`src/rtl/dynamic_budget_tracker.sv`:
```
// Per-channel outstanding-cost accumulator with a countdown budget that is
// reloaded on activity, decremented by a shared prescaler, and a sticky timeout.
module dynamic_budget_tracker #(
    parameter int NumChannels   = 2,
    parameter int MaxTxns       = 8,
    parameter int LenWidth      = 8,
    parameter int PrescalerDiv  = 2,
    parameter int FixedOverhead = 5,
    parameter int CntWidth      = 16,
    localparam int SlotW = (MaxTxns > 1) ? $clog2(MaxTxns) : 1,
    localparam int OutW  = $clog2(MaxTxns + 1)
) (
    input  logic                                  clk_i,
    input  logic                                  rst_i,
    input  logic [NumChannels-1:0]                add_valid_i,
    input  logic [NumChannels-1:0][SlotW-1:0]     add_slot_i,
    input  logic [NumChannels-1:0][LenWidth-1:0]  add_len_i,
    input  logic [NumChannels-1:0]                ret_valid_i,
    input  logic [NumChannels-1:0][SlotW-1:0]     ret_slot_i,
    input  logic [NumChannels-1:0]                beat_i,
    input  logic [NumChannels-1:0]                clear_i,
    output logic [NumChannels-1:0][CntWidth-1:0]  accum_o,
    output logic [NumChannels-1:0][OutW-1:0]      outstanding_o,
    output logic [NumChannels-1:0][CntWidth-1:0]  budget_o,
    output logic [NumChannels-1:0]                timeout_o,
    output logic [NumChannels-1:0]                err_o
);

    localparam int Slots = 1 << SlotW;
    localparam int ShW   = $clog2(PrescalerDiv);
    localparam int PreW  = (PrescalerDiv > 1) ? $clog2(PrescalerDiv) : 1;
    localparam int LenW1 = LenWidth + 1;
    localparam int CalcW = (LenW1 > CntWidth) ? LenW1 : CntWidth;
    // Slot indices at or above MaxTxns are never allocatable.
    localparam logic [Slots-1:0] SlotMask = {Slots{1'b1}} >> (Slots - MaxTxns);

    logic [PreW-1:0] presc_q;
    logic [PreW-1:0] presc_d;
    logic            tick;

    assign tick    = (presc_q == PreW'(PrescalerDiv - 1));
    assign presc_d = tick ? '0 : presc_q + PreW'(1);

    always_ff @(posedge clk_i) begin
        if (rst_i) presc_q <= '0;
        else       presc_q <= presc_d;
    end

    for (genvar c = 0; c < NumChannels; c++) begin : g_ch
        logic [Slots-1:0]                occ_q, occ_d;
        logic [Slots-1:0][CntWidth-1:0]  cost_q, cost_d;
        logic [CntWidth-1:0]             accum_q, accum_d;
        logic [CntWidth-1:0]             budget_q, budget_d;
        logic [OutW-1:0]                 out_q, out_d;
        logic                            timeout_q, timeout_d;
        logic                            err_q, err_d;
        logic [CntWidth-1:0]             new_cost;
        logic [CalcW-1:0]                len_ext;
        logic [CntWidth:0]               sum;
        logic                            reload;

        // len+1 is formed one bit wider so a full-length burst does not wrap.
        assign len_ext  = (CalcW'(add_len_i[c]) + CalcW'(1)) >> ShW;
        assign new_cost = len_ext[CntWidth-1:0] + CntWidth'(FixedOverhead);
        assign reload   = add_valid_i[c] | ret_valid_i[c] | beat_i[c];

        always_comb begin
            occ_d     = occ_q;
            cost_d    = cost_q;
            accum_d   = accum_q;
            out_d     = out_q;
            err_d     = 1'b0;
            sum       = '0;
            budget_d  = budget_q;
            timeout_d = timeout_q;

            if (ret_valid_i[c]) begin
                if (occ_q[ret_slot_i[c]]) begin
                    occ_d[ret_slot_i[c]] = 1'b0;
                    accum_d = (accum_d > cost_q[ret_slot_i[c]])
                            ? accum_d - cost_q[ret_slot_i[c]] : '0;
                    out_d = out_d - OutW'(1);
                end else begin
                    err_d = 1'b1;
                end
            end

            // Evaluated against the post-retire map so retire+add to one slot is legal.
            if (add_valid_i[c]) begin
                if (SlotMask[add_slot_i[c]] && !occ_d[add_slot_i[c]]) begin
                    occ_d[add_slot_i[c]]  = 1'b1;
                    cost_d[add_slot_i[c]] = new_cost;
                    sum = {1'b0, accum_d} + {1'b0, new_cost};
                    accum_d = sum[CntWidth] ? '1 : sum[CntWidth-1:0];
                    out_d = out_d + OutW'(1);
                end else begin
                    err_d = 1'b1;
                end
            end

            if (reload) begin
                budget_d = accum_d;
            end else if (tick && out_q != '0 && budget_q != '0) begin
                budget_d = budget_q - CntWidth'(1);
            end

            if (clear_i[c]) begin
                timeout_d = 1'b0;
            end else if (budget_q == '0 && out_q != '0 && !reload) begin
                timeout_d = 1'b1;
            end
        end

        always_ff @(posedge clk_i) begin
            if (rst_i) begin
                occ_q     <= '0;
                cost_q    <= '0;
                accum_q   <= '0;
                budget_q  <= '0;
                out_q     <= '0;
                timeout_q <= 1'b0;
                err_q     <= 1'b0;
            end else begin
                occ_q     <= occ_d;
                cost_q    <= cost_d;
                accum_q   <= accum_d;
                budget_q  <= budget_d;
                out_q     <= out_d;
                timeout_q <= timeout_d;
                err_q     <= err_d;
            end
        end

        assign accum_o[c]       = accum_q;
        assign outstanding_o[c] = out_q;
        assign budget_o[c]      = budget_q;
        assign timeout_o[c]     = timeout_q;
        assign err_o[c]         = err_q;
    end

endmodule

```
`config.mk`:
```
export PLATFORM = sky130hd
export DESIGN_NAME = dynamic_budget_tracker
export DESIGN_NICKNAME = d
export VERILOG_FILES = /design/src/rtl/dynamic_budget_tracker.sv
export SDC_FILE = /design/constraint.sdc
export NUM_CORES = 1
export LEC_CHECK = 0
export CORE_MARGIN = 10
export CORE_UTILIZATION = 59
export CTS_CLUSTER_SIZE = 12
export DETAILED_ROUTE_END_ITERATION = 10
export PLACE_DENSITY_LB_ADDON = 0.05
export REMOVE_ABC_BUFFERS = 1
export SLEW_MARGIN = 20
export SYNTH_ARGS = -nofsm -noshare
export SYNTH_HDL_FRONTEND = slang
export SYNTH_SLANG_ARGS = --single-unit
```
`constraint.sdc`:
```
create_clock -name clk_i -period 8.72 [get_ports clk_i]
set_input_delay 0.872 -clock clk_i [delete_from_list [all_inputs] [get_ports clk_i]]
set_output_delay 0.872 -clock clk_i [all_outputs]
set_load 0.005 [all_outputs]
```
==> results.tsv, run 1 <==
stage	metric	value	unit
outcome	status	finished, final reports clean	
worst_setup_path	CP bufs+invs	3	
synth	Post-synth top flop	dfxtp_1	
clock_tree	clock root cell	clkbuf_16	
clock_tree	CTS tree	done	
clock_tree	Clk Latency, worst-skew pair	0.52	ns
synth	count of cell types in the netlist	90	
grt	initial antenna violation count	0	
worst_setup_path	CP most frequent cell	a21oi_1	
power	leakage power	5.95	nW
clock_tree	CTS H-tree depth	1	
worst_setup_path	Slowest Stage Delay on Critical Path	1.00	ns
worst_setup_path	data arrival time of the worst path	7.79	ns
grt	Remaining Overflow, GRT	0	
min_path	HP Class	flop to flop	
finish	Multi-input gate area	8330	um^2
finish	layout cell share with drive strength beyond 1	0.0633	
timing	post-route minimum period	7.38	ns
clock_tree	Post-CTS Hold Buffers	0	
clock_tree	post-CTS setup buffers	0	
finish	Finished Cell Area	15700	um^2
routing	DRC Markers	0	
place	RD Place Congestion	0.945	
synth	ys async rst share	0	
finish	fin cells	2006	
worst_setup_path	CP Capture Type	flop	
finish	Core Util, Final	0.692	
routing	Post-DRT Antenna Nets	0	
timing	unrepaired setup endpoints after global routing	false	
timing	final hold slack	0.454	ns
finish	# fillers	1862	
synth	Synth warnings	0	
clock_tree	clock tree buffer depth	3	
finish	commonest non-fill, non-tap cell in the layout	dfxtp_1	
grt	largest net degree at the start of global routing	106	
place	Placed Instances	1967	
worst_setup_path	CP max-delay cell	clkdlybuf4s50_1	
clock_tree	post-CTS sizing	0	
synth	Yosys top cell area share	0.347	
place	DP HPWL	27700	um
worst_setup_path	Critical Path Fanout Max	16	
routing	Avg WL per Cell	19.1	um
timing	Worst Max-Slew Pin Slew	1.16	ns
synth	area of the mapped netlist	13700	um^2
synth	Synth area leader	dfxtp_1	
routing	DR vias	12500	
timing	FMAX	0.135	GHz
run	MaxCap Viol Count	0	
die	Die ar.	29700	um^2
power	Max VDD drop	118	uV
die	cell row count	55	
synth	top post-synthesis cells by area	dfxtp_1 35%, mux2i_1 5.9%, nor2_1 5.7%	
finish	final net count	1799	
place	placed cell areas	15000	um^2
grt	GRT Util Overall	0.250	
finish	Area Overhead vs Synth	14.9	%
timing	final hold vios	0	
grt	first-pass GRT wire length	60700	um
worst_setup_path	CP required	9.13	ns
timing	Worst Clk Skew	0.0101	ns
timing	Setup TNS	0	ns
timing	Final Max Slew Viols	0	
die	Starting Density	0.602	
synth	number of flops mapped to enable cells by yosys	0	
finish	n_diodes	0	
die	Die Y	172	um
timing	Final period util	0.847	
synth	synthesized area per cell	8.33	um^2
clock_tree	clk slew on worst S/H paths	0.06	ns
die	I/O Pins	114	
routing	Vias/cell	6.21	
power	pwr/cell area	206	nW/um^2
routing	Routed WL	38200	um
die	core area	22700	um^2
clock_tree	Inserted Clock Buffers	25	
timing	Max-slew headroom	0.230	
clock_tree	Sink Count	237	
finish	most frequent cells in the layout	237 x dfxtp_1, 205 x nor2_1, 160 x nand2_1	
grt	number of global-route vias before repair	11600	
worst_setup_path	r2r setup slk	2.60	ns
synth	post-synthesis sequential area ratio	0.347	
routing	Starting DRT DRC Count	1236	
synth	Yosys reg bits	237	
place	# port buffers	113	
worst_setup_path	WS Path Type	input port to flop	
die	Die X	172	um
worst_setup_path	Startpoint Class	input port	
timing	Final setup viols	0	
finish	Reg area	4740	um^2
synth	post-synthesis cell count	1640	
routing	first-pass detailed-route iteration total	7	
worst_setup_path	cell family with most CP delay	compound AO/OA/AOI/OAI gates	
worst_setup_path	crit path cell chain	clkdlybuf4s50_1, buf_4, nor2b_1, a22oi_1, a41oi_1, a21oi_1, ha_1, a21o_1, a21oi_1, or3b_2, a21oi_1, nor2_1, inv_1, o21ai_0, ha_1, nor2b_1, o21ai_0, a21boi_0, o311a_1, o41ai_1, or2_0, o31a_1, a21oi_1, and2_1	
routing by layer:
layer / up-vias / part of all wire / GRT usage / wire length, um
li1: 6047 / - / - / -
met1: 5819 / 0.46 / 0.363 / 17800
met2: 507 / 0.43 / 0.379 / 16300
met3: 77 / 0.086 / 0.0299 / 3290
met4: 0 / 0.022 / 0.0720 / 860
met5: - / 0 / 0 / 0
where the power goes:
part           leakage (nW)  switching [mW]  total (mW)  internal (mW)
Combinational          3.67           0.568        1.01          0.447
Clock                 0.354           0.419       0.987          0.568
Sequential             1.93          0.0840        1.24           1.15
Total                  5.95            1.07        3.24           2.17
area by class of cell:
class                      count  share of cell area
inverter                      52              0.0124
sequential                   237               0.302
timing repair buffer         142              0.0860
multi-input combinational   1251               0.530
tap                          285              0.0227
clock buffer                  35              0.0435
clock inverter                 4             0.00303
path summary, 6_finish.rpt:
check / start / end / cells past startpoint
max: ret_slot_i[1] / g_ch[0].accum_q[5]$_SDFF_PP0_ / 24
max reg2reg: g_ch[0].cost_q[103]$_SDFFE_PP0P_ / g_ch[0].accum_q[5]$_SDFF_PP0_ / 22
min reg2reg: g_ch[1].cost_q[53]$_SDFFE_PP0P_ / g_ch[1].cost_q[53]$_SDFFE_PP0P_ / 2
min: g_ch[1].cost_q[53]$_SDFFE_PP0P_ / g_ch[1].cost_q[53]$_SDFFE_PP0P_ / 2
synth_stat cells (5+ instances only):
library cell / count
dfxtp_1: 237
nor2_1: 206
nand2_1: 160
a21oi_1: 114
mux2i_1: 80
clkbuf_1: 73
xnor2_1: 63
a211oi_1: 56
inv_1: 52
nor3_1: 50
ha_1: 48
o21ai_0: 43
xor2_1: 35
nand3_1: 31
a22oi_1: 26
or3_1: 22
nor4_1: 21
nor3b_1: 17
nand2b_1: 16
o31ai_1: 16
a221oi_1: 14
and3_1: 13
buf_2: 13
nor2b_1: 13
or4_1: 12
a22o_1: 11
a21o_1: 9
a31oi_1: 9
and3b_1: 9
nand3b_1: 9
and2_1: 8
mux4_2: 8
o21a_1: 8
o22ai_1: 7
a21boi_0: 6
buf_1: 6
buf_4: 6
a2111oi_0: 5
and4_1: 5
nand4b_1: 5
o211ai_1: 5
worst reg2reg max path, cell delays in order, from the launching register on:
cell and delay, ns:
dfxtp_1 0.34, mux2_2 0.27, a221oi_1 0.25, a41oi_1 0.09
a21oi_1 0.23, ha_1 0.32, a21o_1 0.21, a21oi_1 0.14
or3b_2 0.53, a21oi_1 0.38, nor2_1 0.19, inv_1 0.19
o21ai_0 0.20, ha_1 0.37, nor2b_1 0.14, o21ai_0 0.20
a21boi_0 0.15, o311a_1 0.34, o41ai_1 0.35, or2_0 0.33
o31a_1 0.41, a21oi_1 0.16, and2_1 0.22
registers in the layout (all words and copies together), names as in the netlist:
register        flops
g_ch.accum_q       32
g_ch.budget_q      32
g_ch.cost_q       144
g_ch.err_q          2
g_ch.occ_q         16
g_ch.out_q          8
g_ch.timeout_q      2
presc_q             1
logic make-up (layout without fill, tap and decap cells):
kind of cell,after synthesis,in the layout,synth area share
compound gates,378,378,0.191
xor+xnor,98,98,0.0628
fa+ha+maj,53,53,0.0505
buf+inv,153,233,0.0465
flops,237,237,0.347
mux,92,92,0.0751
other cells,1,2,0.000274
simple gates,628,628,0.227
metrics by stage:
step,power (mW),worst slack (ns)
2_1_floorplan,1.89,2.31
3_3_place_gp,2.24,1.23
3_5_place_dp,2.25,0.968
4_1_cts,3.24,1.49
5_1_grt,3.41,0.757
6_report,3.24,1.34
(Power assumes the default switching activity.)
==> inputs of run 2 (changes only) <==
Clock period 8.72 ns to 6.85 ns, I/O delays scaled along.
==> run 2 against run 1 <==
  * Die area unchanged
  * Cell area up 1.5%
  * Combinational power up 32%
  * Clock skew up 0.00075 ns
  * Clock power up 34%
  * Critical endpoint is now g_ch[1].budget_q[0]$_SDFFE_PP0P_
==> results.tsv, run 2 (synthesis results as in run 1) <==
stage	metric	value	unit	change
min_path	HP Class	flop to flop		
finish	Finished Cell Area	15900	um^2	+1.5%
place	placed cell areas	15100	um^2	+1.1%
worst_setup_path	FF-to-FF Start	g_ch[0].cost_q[96]$_SDFFE_PP0P_		
worst_setup_path	CP required	7.25	ns	-1.88 ns
outcome	status	finished, final reports clean		
worst_setup_path	crit path cell chain	clkdlybuf4s50_1, and3b_1, a22o_1, a221oi_1, and3_1, ha_1, nand3_1, a31oi_1, o31a_1, o31ai_2, o31ai_2, ha_1, inv_1, fa_1, nor2b_1, o21ai_0, a21oi_1, o311a_1, o31ai_1, a211o_1, o21a_1, nor2b_1, a2111oi_1		
routing	first-pass detailed-route iteration total	7		unchanged
place	Placed Instances	1987		+1.0%
clock_tree	clk slew on worst S/H paths	0.06	ns	about the same
clock_tree	clock tree buffer depth	3		unchanged
worst_setup_path	Critical Path Fanout Max	11		-5
die	Die ar.	29700	um^2	unchanged
finish	Area Overhead vs Synth	16.6	%	
power	leakage power	6.09	nW	+2.3%
timing	Worst Max-Slew Pin Slew	1.09	ns	-0.0609 ns
clock_tree	clock root cell	clkbuf_16		
die	cell row count	55		unchanged
worst_setup_path	r2r setup slk	1.30	ns	-1.30 ns
place	DP HPWL	28500	um	+2.6%
worst_setup_path	RR Endpoint	g_ch[0].accum_q[14]$_SDFF_PP0_		
timing	Final setup viols	0		unchanged
power	combinational power share	0.314		about the same
die	core area	22700	um^2	unchanged
timing	Max-slew headroom	0.265		+0.0354
finish	Core Util, Final	0.702		+0.0105
power	clock share of power	0.313		+0.008
grt	largest net degree at the start of global routing	88		-17%
finish	most frequent cells in the layout	237 x dfxtp_1, 206 x nor2_1, 160 x nand2_1		
worst_setup_path	CP Capture Type	flop		
timing	unrepaired setup endpoints after global routing	false		
die	I/O Pins	114		unchanged
worst_setup_path	CP max-delay cell	clkdlybuf4s50_1		
finish	layout cell share with drive strength beyond 1	0.0791		+0.0157
grt	initial antenna violation count	0		unchanged
clock_tree	Sink Count	237		unchanged
place	worst slack, placed	-0.0477	ns	-1.02 ns
timing	Worst Setup Slack, final	0.578	ns	-0.760 ns
die	Starting Density	0.602		unchanged
worst_setup_path	Startpoint Class	input port		
power	pwr/cell area	265	nW/um^2	+29%
routing	Routed WL	38900	um	+1.8%
clock_tree	Clk Latency, worst-skew pair	0.54	ns	+0.02 ns
clock_tree	CTS H-tree depth	1		unchanged
timing	post-route minimum period	6.27	ns	
finish	final net count	1820		+1.2%
timing	Final Max Slew Viols	0		unchanged
clock_tree	Post-CTS Hold Buffers	0		unchanged
grt	Remaining Overflow, GRT	0		unchanged
finish	commonest non-fill, non-tap cell in the layout	dfxtp_1		
clock_tree	post-CTS sizing	0		unchanged
power	Max VDD drop	189	uV	+60%
finish	max FFs per register	144		unchanged
timing	FMAX	0.159	GHz	
power	Int Pwr	2.82	mW	+30%
routing	Avg WL per Cell	19.2	um	+0.57%
min_path	min-delay src	g_ch[0].cost_q[69]$_SDFFE_PP0P_		
timing	Worst Clk Skew	0.0108	ns	+0.000750 ns
clock_tree	post-CTS setup buffers	0		unchanged
routing	Starting DRT DRC Count	1156		-6.5%
timing	Final period util	0.916		
finish	Regs by FF count	g_ch.cost_q x144, g_ch.accum_q x32, g_ch.budget_q x32		
worst_setup_path	WS Path Type	input port to flop		
die	Die Y	172	um	unchanged
clock_tree	Inserted Clock Buffers	26		+4.0%
grt	first-pass GRT wire length	62300	um	+2.6%
min_path	Hold Path Stages	2		unchanged
worst_setup_path	FF-to-FF path depth	25		+14%
finish	fin cells	2030		+1.2%
power	Switching Share	0.333		+0.00209
die	Die X	172	um	unchanged
power	Psw	1.41	mW	+31%
finish	Reg with most FFs	g_ch.cost_q		
place	RD Place Congestion	0.953		+0.87%
grt	GRT Util Overall	0.256		+0.00618
grt	number of global-route vias before repair	11800		+1.6%
routing	DR vias	12600		+1.3%
routing	DRC Markers	0		unchanged
run	MaxCap Viol Count	0		unchanged
place	# port buffers	113		unchanged
worst_setup_path	data arrival time of the worst path	6.68	ns	-1.11 ns
finish	n_diodes	0		unchanged
timing	final hold vios	0		unchanged
clock_tree	CTS tree	done		
min_path	Worst Hold End	g_ch[0].cost_q[69]$_SDFFE_PP0P_		
power	sequential fraction of design power	0.373		-0.009
worst_setup_path	Slowest Stage Delay on Critical Path	0.64	ns	-0.36 ns
routing	Vias/cell	6.21		+0.12%
routing	Post-DRT Antenna Nets	0		unchanged
==> run 2: cell count changes in the layout (fill, tap and decap cells not counted), sizes merged <==
cell | previous run | this run
buf | 30 | 50
clkbuf | 35 | 37
clkinv | 2 | 4
bufinv | 1 | 0
clkdlybuf4s50 | 112 | 111
clkinvlp | 1 | 2
dlymetal6s2s | 0 | 1
==> run 2: layout make-up <==
| class | instances | area [um^2] |
|---|---|---|
| multi-input combinational | 1251 | 8340 |
| inverter | 52 | 195 |
| tap | 285 | 357 |
| clock buffer | 37 | 753 |
| clock inverter | 6 | 38.8 |
| fill | 1910 | 6770 |
| sequential | 237 | 4740 |
| timing repair buffer | 162 | 1520 |
==> run 2: per-stage QoR <==
stage / TNS (ns) / power (mW) / hold slack [ns]
finish: 0 / 4.23 / 0.455
CTS: 0 / 4.21 / 0.455
global placement: -0.00505 / 2.88 / 0.441
detailed placement: -0.0959 / 2.90 / 0.445
global route: 0 / 4.44 / 0.472
floorplan: 0 / 2.41 / 0.426
==> run 2: per-layer routing <==
metal / wire (um) / up-vias / share of wire / global-route usage
met3: 3030 / 62 / 0.078 / 0.0331
met4: 579 / 0 / 0.015 / 0.0491
met5: 0 / - / 0 / 0
met2: 17000 / 515 / 0.44 / 0.400
li1: - / 6082 / - / -
met1: 18300 / 5955 / 0.47 / 0.371
==> run 2: critical path, delay by kind of cell <==
family	cells	cell delay, ns
AO/OA/AOI/OAI	13	3.26
AND/OR/NAND/NOR	5	1.17
adder cells (fa/ha/maj)	3	0.84
buffers and inverters	2	0.70
==> run 2: worst max-delay path by stage <==
stage,startpoint,cells past startpoint,to,slack (ns)
2_1_floorplan,ret_slot_i[3],23,g_ch[1].budget_q[6]$_SDFFE_PP0P_,0.63
3_3_place_gp,ret_slot_i[1],23,g_ch[0].budget_q[0]$_SDFFE_PP0P_,-0.005
3_5_place_dp,ret_slot_i[1],23,g_ch[0].budget_q[0]$_SDFFE_PP0P_,-0.05
4_1_cts,ret_slot_i[1],23,g_ch[0].budget_q[7]$_SDFFE_PP0P_,0.47
5_1_grt,ret_slot_i[2],26,g_ch[0].budget_q[9]$_SDFFE_PP0P_,0.04
6_report,ret_slot_i[4],23,g_ch[1].budget_q[0]$_SDFFE_PP0P_,0.58
==> run 2: power groups by stage <==
stage	combinational [mW]	sequential (mW)	clock, mW
after floorplan	0.837	1.57	0
after global placement	1.28	1.60	0
after detailed placement	1.30	1.60	0
after CTS	1.31	1.57	1.33
after global routing	1.46	1.58	1.39
final	1.33	1.58	1.32
